## config.mk

```make
export PLATFORM = sky130hd
export DESIGN_NAME = imem_arbiter_flat
export DESIGN_NICKNAME = d
export VERILOG_FILES = /design/src/rtl/imem_arbiter_if.sv /design/src/rtl/imem_arbiter.sv /design/src/flat_wrapper.sv
export SDC_FILE = /design/constraint.sdc
export NUM_CORES = 1
export LEC_CHECK = 0
export CAP_MARGIN = 20
export CORE_AREA = 3 3 107 109
export DETAILED_ROUTE_END_ITERATION = 12
export DIE_AREA = 0 0 110 112
export PLACE_DENSITY = 0.7
export SLEW_MARGIN = 15
export SYNTH_ARGS = -nofsm -noshare
export SYNTH_HDL_FRONTEND = slang
export SYNTH_SLANG_ARGS = --single-unit
```

## constraint.sdc

```tcl
create_clock -name clk -period 1.78 [get_ports clk]
set_input_delay 0.267 -clock clk [delete_from_list [all_inputs] [get_ports clk]]
set_output_delay 0.267 -clock clk [all_outputs]
set_load 0.1 [all_outputs]
```

## src/rtl/imem_arbiter_if.sv

```systemverilog
// Bundle of the fetch, data and memory-side signals around imem_arbiter.
// slave = arbiter view; master = the surrounding stages and the memory.
interface imem_arbiter_if #(
   parameter int AW = 32,
   parameter int DW = 32
);
   logic            f_req;
   logic [AW-1:0]   f_addr;
   logic            f_kill;
   logic            f_gnt;
   logic [DW-1:0]   f_rdata;
   logic            f_rvalid;

   logic            d_req;
   logic            d_we;
   logic [AW-1:0]   d_addr;
   logic [DW-1:0]   d_wdata;
   logic [DW/8-1:0] d_be;
   logic            d_gnt;
   logic [DW-1:0]   d_rdata;
   logic            d_rvalid;

   logic            m_req;
   logic            m_we;
   logic [AW-1:0]   m_addr;
   logic [DW-1:0]   m_wdata;
   logic [DW/8-1:0] m_be;
   logic            m_gnt;
   logic [DW-1:0]   m_rdata;
   logic            m_rvalid;

   logic            busy;

   modport slave (
      input  f_req, f_addr, f_kill,
      output f_gnt, f_rdata, f_rvalid,
      input  d_req, d_we, d_addr, d_wdata, d_be,
      output d_gnt, d_rdata, d_rvalid,
      output m_req, m_we, m_addr, m_wdata, m_be,
      input  m_gnt, m_rdata, m_rvalid,
      output busy
   );

   modport master (
      output f_req, f_addr, f_kill,
      input  f_gnt, f_rdata, f_rvalid,
      output d_req, d_we, d_addr, d_wdata, d_be,
      input  d_gnt, d_rdata, d_rvalid,
      input  m_req, m_we, m_addr, m_wdata, m_be,
      output m_gnt, m_rdata, m_rvalid,
      input  busy
   );
endinterface

```

## src/rtl/imem_arbiter.sv

```systemverilog
// Single-outstanding arbiter sharing one memory port between fetch and data.
// Define IMEM_ARB_STARVE_GUARD_EN to bound fetch starvation under data priority.
module imem_arbiter #(
   parameter int AW         = 32,
   parameter int DW         = 32,
   parameter int STARVE_MAX = 4
) (
   input  logic                clk,
   input  logic                rst,
   imem_arbiter_if.slave       bus,
   output logic [1:0]          dbg_state
);

   // Handshake: a requester holds req and its command stable until gnt; gnt is
   // combinational (winner gnt = m_gnt in IDLE). Accept = m_req & m_gnt. The
   // response comes back as a single-cycle m_rvalid, forwarded as f_/d_rvalid.
   typedef enum logic [1:0] {
      IDLE   = 2'd0,
      BUSY_F = 2'd1,
      BUSY_D = 2'd2,
      DRAIN  = 2'd3
   } state_t;

   state_t state;
   state_t state_nxt;

   logic in_idle;
   logic f_pres;
   logic force_fetch;
   logic fetch_wins;
   logic data_wins;
   logic f_acc;
   logic d_acc;

   if (STARVE_MAX < 1) begin : g_bad_starve_max
      $error("imem_arbiter: STARVE_MAX must be at least 1");
   end

   // Requests are masked during reset so every output reads 0 while rst is high.
   assign in_idle    = (state == IDLE) && !rst;
   assign f_pres     = bus.f_req && !bus.f_kill;
   assign fetch_wins = in_idle && f_pres && (force_fetch || !bus.d_req);
   assign data_wins  = in_idle && bus.d_req && !fetch_wins;
   assign f_acc      = fetch_wins && bus.m_gnt;
   assign d_acc      = data_wins && bus.m_gnt;

`ifdef IMEM_ARB_STARVE_GUARD_EN
   localparam int CNT_W = $clog2(STARVE_MAX + 1);

   logic [CNT_W-1:0] starve_cnt;

   assign force_fetch = (starve_cnt == CNT_W'(STARVE_MAX));

   // Counts data wins over a waiting fetch; holds outside IDLE.
   always_ff @(posedge clk or posedge rst) begin
      if (rst) begin
         starve_cnt <= '0;
      end else if (state == IDLE) begin
         if (f_acc) begin
            starve_cnt <= '0;
         end else if (d_acc && f_pres) begin
            starve_cnt <= starve_cnt + 1'b1;
         end else if (!f_pres) begin
            starve_cnt <= '0;
         end
      end
   end
`else
   assign force_fetch = 1'b0;
`endif

   always_comb begin
      bus.m_req   = 1'b0;
      bus.m_we    = 1'b0;
      bus.m_addr  = '0;
      bus.m_wdata = '0;
      bus.m_be    = '0;
      if (data_wins) begin
         bus.m_req   = 1'b1;
         bus.m_we    = bus.d_we;
         bus.m_addr  = bus.d_addr;
         bus.m_wdata = bus.d_wdata;
         bus.m_be    = bus.d_be;
      end else if (fetch_wins) begin
         bus.m_req   = 1'b1;
         bus.m_addr  = bus.f_addr;
         bus.m_be    = '1;
      end
   end

   assign bus.f_gnt = f_acc;
   assign bus.d_gnt = d_acc;

   always_ff @(posedge clk or posedge rst) begin
      if (rst) begin
         state <= IDLE;
      end else begin
         state <= state_nxt;
      end
   end

   always_comb begin
      state_nxt    = state;
      bus.f_rvalid = 1'b0;
      bus.d_rvalid = 1'b0;
      case (state)
         IDLE: begin
            // m_rvalid here is stale (e.g. across a reset) and is ignored.
            if (f_acc) begin
               state_nxt = BUSY_F;
            end else if (d_acc) begin
               state_nxt = BUSY_D;
            end
         end
         BUSY_F: begin
            if (bus.m_rvalid) begin
               bus.f_rvalid = !bus.f_kill;
               state_nxt    = IDLE;
            end else if (bus.f_kill) begin
               state_nxt = DRAIN;
            end
         end
         BUSY_D: begin
            if (bus.m_rvalid) begin
               bus.d_rvalid = 1'b1;
               state_nxt    = IDLE;
            end
         end
         DRAIN: begin
            if (bus.m_rvalid) begin
               state_nxt = IDLE;
            end
         end
         default: state_nxt = IDLE;
      endcase
   end

   assign bus.f_rdata = bus.m_rdata;
   assign bus.d_rdata = bus.m_rdata;
   assign bus.busy    = (state != IDLE);
   assign dbg_state   = state;

endmodule

```

## src/flat_wrapper.sv

```systemverilog
// flat-port wrapper written by rule: the top's interface ports become plain ports
module imem_arbiter_flat 
#(
   parameter int AW         = 32,
   parameter int DW         = 32,
   parameter int STARVE_MAX = 4
)
  (clk, rst, dbg_state, bus_f_req, bus_f_addr, bus_f_kill, bus_f_gnt, bus_f_rdata, bus_f_rvalid, bus_d_req, bus_d_we, bus_d_addr, bus_d_wdata, bus_d_be, bus_d_gnt, bus_d_rdata, bus_d_rvalid, bus_m_req, bus_m_we, bus_m_addr, bus_m_wdata, bus_m_be, bus_m_gnt, bus_m_rdata, bus_m_rvalid, bus_busy);
  imem_arbiter_if #(.AW(AW), .DW(DW)) bus_i ();
  input  logic clk;
  input  logic rst;
  output logic [1:0] dbg_state;
  input wire logic [$bits(bus_i.f_req)-1:0] bus_f_req;
  input wire logic [$bits(bus_i.f_addr)-1:0] bus_f_addr;
  input wire logic [$bits(bus_i.f_kill)-1:0] bus_f_kill;
  output wire logic [$bits(bus_i.f_gnt)-1:0] bus_f_gnt;
  output wire logic [$bits(bus_i.f_rdata)-1:0] bus_f_rdata;
  output wire logic [$bits(bus_i.f_rvalid)-1:0] bus_f_rvalid;
  input wire logic [$bits(bus_i.d_req)-1:0] bus_d_req;
  input wire logic [$bits(bus_i.d_we)-1:0] bus_d_we;
  input wire logic [$bits(bus_i.d_addr)-1:0] bus_d_addr;
  input wire logic [$bits(bus_i.d_wdata)-1:0] bus_d_wdata;
  input wire logic [$bits(bus_i.d_be)-1:0] bus_d_be;
  output wire logic [$bits(bus_i.d_gnt)-1:0] bus_d_gnt;
  output wire logic [$bits(bus_i.d_rdata)-1:0] bus_d_rdata;
  output wire logic [$bits(bus_i.d_rvalid)-1:0] bus_d_rvalid;
  output wire logic [$bits(bus_i.m_req)-1:0] bus_m_req;
  output wire logic [$bits(bus_i.m_we)-1:0] bus_m_we;
  output wire logic [$bits(bus_i.m_addr)-1:0] bus_m_addr;
  output wire logic [$bits(bus_i.m_wdata)-1:0] bus_m_wdata;
  output wire logic [$bits(bus_i.m_be)-1:0] bus_m_be;
  input wire logic [$bits(bus_i.m_gnt)-1:0] bus_m_gnt;
  input wire logic [$bits(bus_i.m_rdata)-1:0] bus_m_rdata;
  input wire logic [$bits(bus_i.m_rvalid)-1:0] bus_m_rvalid;
  output wire logic [$bits(bus_i.busy)-1:0] bus_busy;
  assign bus_i.f_req = bus_f_req;
  assign bus_i.f_addr = bus_f_addr;
  assign bus_i.f_kill = bus_f_kill;
  assign bus_f_gnt = bus_i.f_gnt;
  assign bus_f_rdata = bus_i.f_rdata;
  assign bus_f_rvalid = bus_i.f_rvalid;
  assign bus_i.d_req = bus_d_req;
  assign bus_i.d_we = bus_d_we;
  assign bus_i.d_addr = bus_d_addr;
  assign bus_i.d_wdata = bus_d_wdata;
  assign bus_i.d_be = bus_d_be;
  assign bus_d_gnt = bus_i.d_gnt;
  assign bus_d_rdata = bus_i.d_rdata;
  assign bus_d_rvalid = bus_i.d_rvalid;
  assign bus_m_req = bus_i.m_req;
  assign bus_m_we = bus_i.m_we;
  assign bus_m_addr = bus_i.m_addr;
  assign bus_m_wdata = bus_i.m_wdata;
  assign bus_m_be = bus_i.m_be;
  assign bus_i.m_gnt = bus_m_gnt;
  assign bus_i.m_rdata = bus_m_rdata;
  assign bus_i.m_rvalid = bus_m_rvalid;
  assign bus_busy = bus_i.busy;
  imem_arbiter #(.AW(AW), .DW(DW), .STARVE_MAX(STARVE_MAX)) u_core (.clk(clk), .rst(rst), .bus(bus_i), .dbg_state(dbg_state));
endmodule
```

After elaboration in Yosys (flattened, before gate mapping)
Cells that the tools add are included.

storage, ports and cells
  input port bits = 140
  output and inout port bits = 141
  word-level logic and storage cells = 41
  register bits after elaboration = 2

cells by class
  muxes and demuxes = 18
  reductions and logical operators = 16
  equal/unequal tests = 6

operators with widths
  kind                                                              number
  32-bit 2-to-1 mux                                                 3
  2-bit 2-to-1 mux                                                  5
  1-bit logical AND                                                 8
  4-bit 2-to-1 mux                                                  2
  1-bit 2-to-1 mux                                                  7
  3-bit != test (second input constant)                             2
  2-bit one-hot mux with 3 select lines                             1
  2-bit == test (second input constant)                             2
  1-bit zero test                                                   4
  3-bit AND reduction                                               1
  2-bit by 1-bit == test with 1-bit output (second input constant)  1
  2-bit zero test                                                   1
  2-bit by 1-bit != test with 1-bit output (second input constant)  1
  2-bit nonzero test                                                1
  2-bit OR reduction                                                1

Logic depth before layout (Yosys ltp)
Gate-level depths: netlist of run 1.

  depth after elaboration = 10
  gate-level depth with buffers = 5
  gate-level depth less buffers = 2

Least setup slack after synthesis of run 1
No wires, ideal clock.

  kind = register to output
  start point = register u_core.state[0], in the netlist u_core.dbg_state[0]
  end point = output port bus_f_rvalid
  data arrival time = 4.200 ns
  path buffers = 0
  stages on the path, launching flop included = 2
  data required time = 1.513 ns
  slack = -2.687 ns
  cell sequence = dfrtp_1 > nor4b_1

between the ends
  cells in the longest elaborated chain, start to end = 2

RTL lines
  what                                      line                 text
  start, declared                           imem_arbiter.sv:24   state_t state;
  start signal, assigned                    imem_arbiter.sv:98   state <= state_nxt;
  2-bit by 1-bit == test with 1-bit output  imem_arbiter.sv:106  case (state)
  1-bit 2-to-1 mux                          imem_arbiter.sv:106
  end, declared                             flat_wrapper.sv:18   output wire logic [$bits(bus_i.f_rvalid)-1:0] bus_f_rvalid;

No other way between the ends.

Final worst setup path of run 1
  start point = register u_core.state[0], in the netlist u_core.dbg_state[0]
  end point = output port bus_m_addr[16]

between the ends
  cells in the longest elaborated chain, start to end = 7
  elaborated cells between the ends (all ways) = 9
  those cells by class = mux (2); reduce/logical (7)

RTL lines
  what                            line                text
  2-bit zero test *               imem_arbiter.sv:40  assign in_idle = (state == IDLE) && !rst;
  1-bit logical AND *             imem_arbiter.sv:40
  1-bit logical AND (2 in a row)  imem_arbiter.sv:42  assign fetch_wins = in_idle && f_pres && (force_fetch || !bus.d_req);
  1-bit zero test                 imem_arbiter.sv:43  assign data_wins = in_idle && bus.d_req && !fetch_wins;
  1-bit logical AND               imem_arbiter.sv:43
  32-bit 2-to-1 mux *             imem_arbiter.sv:78  if (data_wins) begin
  end, declared                   flat_wrapper.sv:29  output wire logic [$bits(bus_i.m_addr)-1:0] bus_m_addr;

Every way passes the cells marked *; elsewhere a longest branch is shown, timed or not.

==> reports/summary.txt, run 1 <==
ANT cells = 0
CP endpoint kind = output port
Slew margin rel. = 81.21%
Number of global-route vias before repair = 2388
Fraction of registers with async set or reset after synthesis = 100.0%
Post-Synth XOR/XNOR Area = 0%
Largest net degree at the start of global routing = 38
Count leader, synth = buf_4
Synth Area in Compound Gates = 18.51%
Synth Register Bits = 2
Setup tns final = -11.03 ns
Final min period = 1.978 ns
Largest area contributor in the netlist = buf_4
Synth top cells by count = buf_4 (66), nand2_1 (37), and2_1 (34), a21oi_2 (30), nand4bb_1 (29)
Final WS setup = -0.1977 ns
DR WL/cell = 16.86 um
Die Width = 110 um
Synth Area per Inst = 7.518 um2
Adder-cell share of the synthesized area = 0%
Clock Tree Buf Depth = 2
Remaining global-route overflow = 0
Worst hold path class = input pin to asynchronous set/reset pin
Failing checks = setup timing
Final setup viols = 73
FP Rows = 38
Dpl hpwl = 6.885 mm
Skew-Pair Late Insertion Delay = 0.22 ns
Chip height = 112 um
Pre-CTS setup slack = -0.3133 ns
Fmax = 505.6 MHz
Total core area = 0.01070 mm2
Reg clk slew, reported paths = 0.03 ns
Top cells by area, synth = buf_4 (27%), nand4bb_1 (18%), a21oi_2 (15%)
Mux cell area share after synthesis = 0%
CP Data Arrival Time = 1.71 ns
Top Ports = 281
Synth warnings = 0
First-pass GRT wire length = 12.34 mm
PD cells = 441.4 mW/mm2
Max reg flops = 2
Area grow syn2layout = 161.5%
1st-pass router iterations = 4
WL final = 8.581 mm
Final Hold Fails = 0
Required time of the critical path = 1.51 ns
Cell area after synthesis = 0.001812 mm2
Initial antenna violation count = 0
Simple-gate share of the synthesized area = 43.65%
Outcome = complete, but fails checks
Slew @ Worst Pin = 0.2806 ns
Netlist cell types = 27
Share of cells above drive strength 1 = 52.03%
Num CTS Buffers = 3
Final period util = 111.1%
CP Max Fanout = 18
CTS Root Cell = clkbuf_8
EDFF count, synth = 0
Final Skew = 0.004616 ns
Largest family of logic cells by synthesized area = simple AND/OR/NAND/NOR gates
Tot GR Track Use = 12.62%
Leakage Power = 1.714 nW
Initial Utilization = 16.94%
Routed vias/inst = 4.246
DIE AREA = 0.01232 mm2
DR iter-0 viols = 55
Startpoint Class = register
Seq/Total Area, Yosys = 2.762%
Nets@finish = 511
Slew Limit Fails = 0
Via count = 2161
Final antenna-violating net count = 0
Post-CTS Hold Fix Bufs = 0
H-tree Lvls = 1
I/O Buffers = 184
Crit path kind = register to output port
Max capacitance violation total = 0
Gate Count Post-Synth = 241
RSZ-0062 raised after global routing = yes
VDD IR max = 342.9 uV
DRC Markers = 0
CTS tree = yes
Placer Congestion = 0.7299
Primary FF master, synth = dfrtp_1
Sink Count = 2
Post-Syn Nets = 381
Top cell type's share of synthesized area = 27.35%
==> metrics by stage <==
| stage | cell area [um2] | instances | util [%] | power, mW | hold WS [ns] |
|---|---|---|---|---|---|
| 6_report | 4738 | 509 | 44.29 | 2.091 | 0.2337 |
| 5_1_grt | 4738 | 509 | 44.29 | 2.166 | 0.2500 |
| 4_1_cts | 4687 | 505 | 43.81 | 2.093 | 0.2315 |
| 3_5_place_dp | 4547 | 497 | 42.50 | 1.860 | 0.5351 |
| 3_3_place_gp | 4547 | 497 | 42.50 | 1.840 | 0.5351 |
| 2_1_floorplan | 2236 | 241 | - | 1.806 | 0.008248 |
==> where the power goes <==
part | internal, mW | leakage, nW | switching [mW] | total (mW)
clock network | 0.144 | 0.0216 | 0.0446 | 0.188
registers | 0.0510 | 0.0234 | 0.00438 | 0.0554
logic | 0.785 | 1.67 | 1.06 | 1.85
total | 0.980 | 1.71 | 1.11 | 2.09
==> cells in the final DEF, fill, tap and decap left out <==
cell / netlist / routed
clkdlybuf4s50_1: 0 / 103
buf_12: 3 / 81
nand2_1: 37 / 37
a21oi_4: 1 / 36
and2_4: 0 / 34
nand4bb_1: 29 / 29
buf_4: 66 / 16
or4bb_4: 0 / 3
clkbuf_8: 0 / 3
buf_6: 1 / 3
dlygate4sd2_1: 0 / 3
inv_1: 2 / 2
nor4b_4: 1 / 2
clkbuf_16: 0 / 2
dfrtp_4: 0 / 2
nor3b_2: 0 / 1
nor3_4: 0 / 1
a32o_1: 1 / 1
a21oi_1: 6 / 1
o2bb2ai_1: 1 / 1
and3_4: 0 / 1
or2_2: 1 / 1
or3b_4: 1 / 1
or3_4: 0 / 1
nor2_4: 0 / 1
o21a_2: 0 / 1
buf_2: 1 / 1
buf_8: 0 / 1
==> area by class of cell <==
class / count / area (um2)
clock buffer: 3 / 41.29
multi-input combinational: 152 / 1554
timing repair buffer: 210 / 2903
inverter: 2 / 7.507
tap: 140 / 175.2
fill: 980 / 5959
sequential: 2 / 57.56
==> cell families after synthesis <==
| group | count (synthesis) |
|---|---|
| buffers and inverters | 87 |
| AO/OA/AOI/OAI | 40 |
| AND/OR/NAND/NOR | 112 |
| flip-flops | 2 |
==> final timing paths <==
path / from / to / slack (ns) / cells past startpoint
max reg2reg: u_core.dbg_state[1] / u_core.dbg_state[0] / 0.42 / 5
min reg2reg: u_core.dbg_state[0] / u_core.dbg_state[0] / 0.81 / 2
max: u_core.dbg_state[0] / bus_m_addr[16] / -0.20 / 4
min in group clk: bus_m_rdata[10] / bus_d_rdata[10] / 0.53 / 0
min: rst / u_core.dbg_state[1] / 0.23 / 3
max in group asynchronous: rst / u_core.dbg_state[0] / 1.41 / 3
==> timing repair <==
item	CTS	global route
pin swaps	5	3
resized for setup	12	5
setup buffers	3	3
endpoints found under the hold margin	0	0
endpoints found under the setup margin	72	71
cloned	2	2
==> worst max-delay path, cell delays in order, from the launching register on <==
cell and delay, ns:
dfrtp_4 0.48, or3_4 0.44, buf_12 0.20, a21oi_4 0.17, buf_12 0.19
==> routing by layer <==
layer | part of all wire [%] | track usage [%] | up-vias
met3 | 15 | 5.681 | 11
met1 | 29 | 11.13 | 974
li1 | - | - | 1012
met5 | 0 | 0 | -
met2 | 55 | 25.20 | 164
met4 | 1.4 | 2.743 | 0
No activity file was read; power rests on OpenSTA's default activity.
==> run 2, diff against run 1 <==
- CAP_MARGIN: 20 -> default
- CTS_CLUSTER_SIZE: default -> 20
- PLACE_DENSITY: 0.7 -> default
==> reports/summary.txt, run 2 (same netlist as run 1, synthesis figures left out) <==
Outcome = complete, but fails checks
Failing checks = setup timing
Area grow syn2layout = 161.4%
Max capacitance violation total = 0
Largest net degree at the start of global routing = 31
Setup tns final = -10.54 ns
Final min period = 1.975 ns
Reg clk slew, reported paths = 0.03 ns
Leakage Power = 1.719 nW
Final period util = 110.9%
Final instance area = 0.004736 mm2
Met3 usage = 4.464%
DRC Markers = 0
Required time of the critical path = 1.51 ns
Clock Tree Buf Depth = 2
Num CTS Buffers = 3
Startpoint Class = register
Slew Limit Fails = 0
1st-pass router iterations = 4
CTS Root Cell = clkbuf_8
Internal reg-to-reg setup slack = 0.45 ns
Final core occ = 44.27%
Final setup viols = 73
Commonest non-fill, non-tap cell in the layout = clkdlybuf4s50_1
Initial antenna violation count = 0
RSZ-0062 raised after global routing = yes
Number of global-route vias before repair = 2385
Total core area = 0.01070 mm2
Share of cells above drive strength 1 = 52.69%
Slew margin rel. = 79.33%
Tot GR Track Use = 13.66%
PD cells = 438.4 mW/mm2
Initial Utilization = 16.94%
DIE AREA = 0.01232 mm2
Net switching power = 1.100 mW
Combinational share of power = 88.8%
Worst r2r path cells = 4
Chip height = 112 um
Routed vias/inst = 4.207
Fin cells = 512
I/O Buffers = 184
DR WL/cell = 17.18 um
Clk pwr share = 8.5%
Max reg flops = 2
Top Usage Layer GRT = met2
Design internal power = 0.9766 mW
Register area = 57.56 um2
Sink Count = 2
Final Skew = 0.003211 ns
CP Data Arrival Time = 1.71 ns
Die Width = 110 um
Worst hold path class = input pin to asynchronous set/reset pin
Met1 global-route usage = 14.52%
Placed standard-cell area = 0.004557 mm2
CTS tree = yes
Reg-to-Reg Start = u_core.dbg_state[1]
Global routing usage on met2 = 25.65%
Overall power = 2.076 mW
ANT cells = 0
Top Ports = 281
Skew-Pair Late Insertion Delay = 0.21 ns
Most frequent cells in the layout = clkdlybuf4s50_1 (103), buf_12 (80), nand2_1 (37)
Fmax = 506.4 MHz
Via count = 2154
CP endpoint kind = output port
Dpl hpwl = 7.155 mm
H-tree Lvls = 1
Fin Hold WS = 0.1598 ns
Area of the multi-input gates = 0.001556 mm2
Remaining global-route overflow = 0
Crit path kind = register to output port
Part of the power in registers = 2.7%
Nets@finish = 514
CP Max Fanout = 24
Pre-CTS setup slack = -0.3162 ns
First-pass GRT wire length = 13.13 mm
DR iter-0 viols = 58
FP Rows = 38
Placer Congestion = 0.7056
Worst flop-to-flop path endpoint = u_core.dbg_state[1]
Final WS setup = -0.1947 ns
Placed cells = 500
Final Hold Fails = 0
Final antenna-violating net count = 0
Slew @ Worst Pin = 0.3100 ns
WL final = 8.794 mm
Switching Fraction = 52.96%
FILL cells = 1009
VDD IR max = 335.9 uV
-- run 2: worst max-delay path by stage --
stage / startpoint / end / slack [ns] / cells after the start
floorplan: u_core.dbg_state[1] / bus_m_addr[10] / -0.41 / 4
global placement: rst / bus_m_addr[6] / -0.29 / 5
detailed placement: rst / bus_m_addr[20] / -0.32 / 5
CTS: u_core.dbg_state[1] / bus_m_addr[20] / -0.19 / 4
global route: u_core.dbg_state[1] / bus_m_addr[5] / -0.23 / 4
finish: u_core.dbg_state[1] / bus_m_addr[5] / -0.19 / 4
-- run 2: power groups by stage --
stage / Clock [mW] / Combinational (mW) / Sequential (mW)
floorplan: 0 / 1.72 / 0.0827
global placement: 0 / 1.79 / 0.0563
detailed placement: 0 / 1.81 / 0.0569
CTS: 0.180 / 1.86 / 0.0556
global route: 0.184 / 1.91 / 0.0566
finish: 0.176 / 1.84 / 0.0558
-- run 2: critical path, stage by stage, from the launching register on --
cell and delay, ns:
dfrtp_4 0.49, or3_4 0.40, buf_12 0.21, a21oi_4 0.18, buf_12 0.19
-- run 2: metal layers --
| metal | routed length [um] | part of all wire [%] | vias up |
|---|---|---|---|
| met5 | 0 | 0 | - |
| met4 | 159 | 1.8 | 0 |
| met3 | 971 | 11 | 29 |
| met2 | 4719 | 54 | 130 |
| met1 | 2944 | 33 | 977 |
| li1 | - | - | 1018 |
-- run 2: repair_timing --
| action | in CTS | in global routing |
|---|---|---|
| pin swaps | 2 | 0 |
| buffers inserted | 6 | 1 |
| gates resized for setup | 16 | 2 |
| gates cloned | 3 | 0 |
| setup endpoints to repair | 73 | 72 |
| hold buffers | 0 | 0 |
| hold endpoints to repair | 0 | 0 |
-- run 2: final cells by class --
type / instances / area share [%]
tap: 140 / 3.699
multi-input combinational: 152 / 32.87
inverter: 2 / 0.1585
sequential: 2 / 1.215
clock buffer: 3 / 0.8719
timing repair buffer: 213 / 61.19
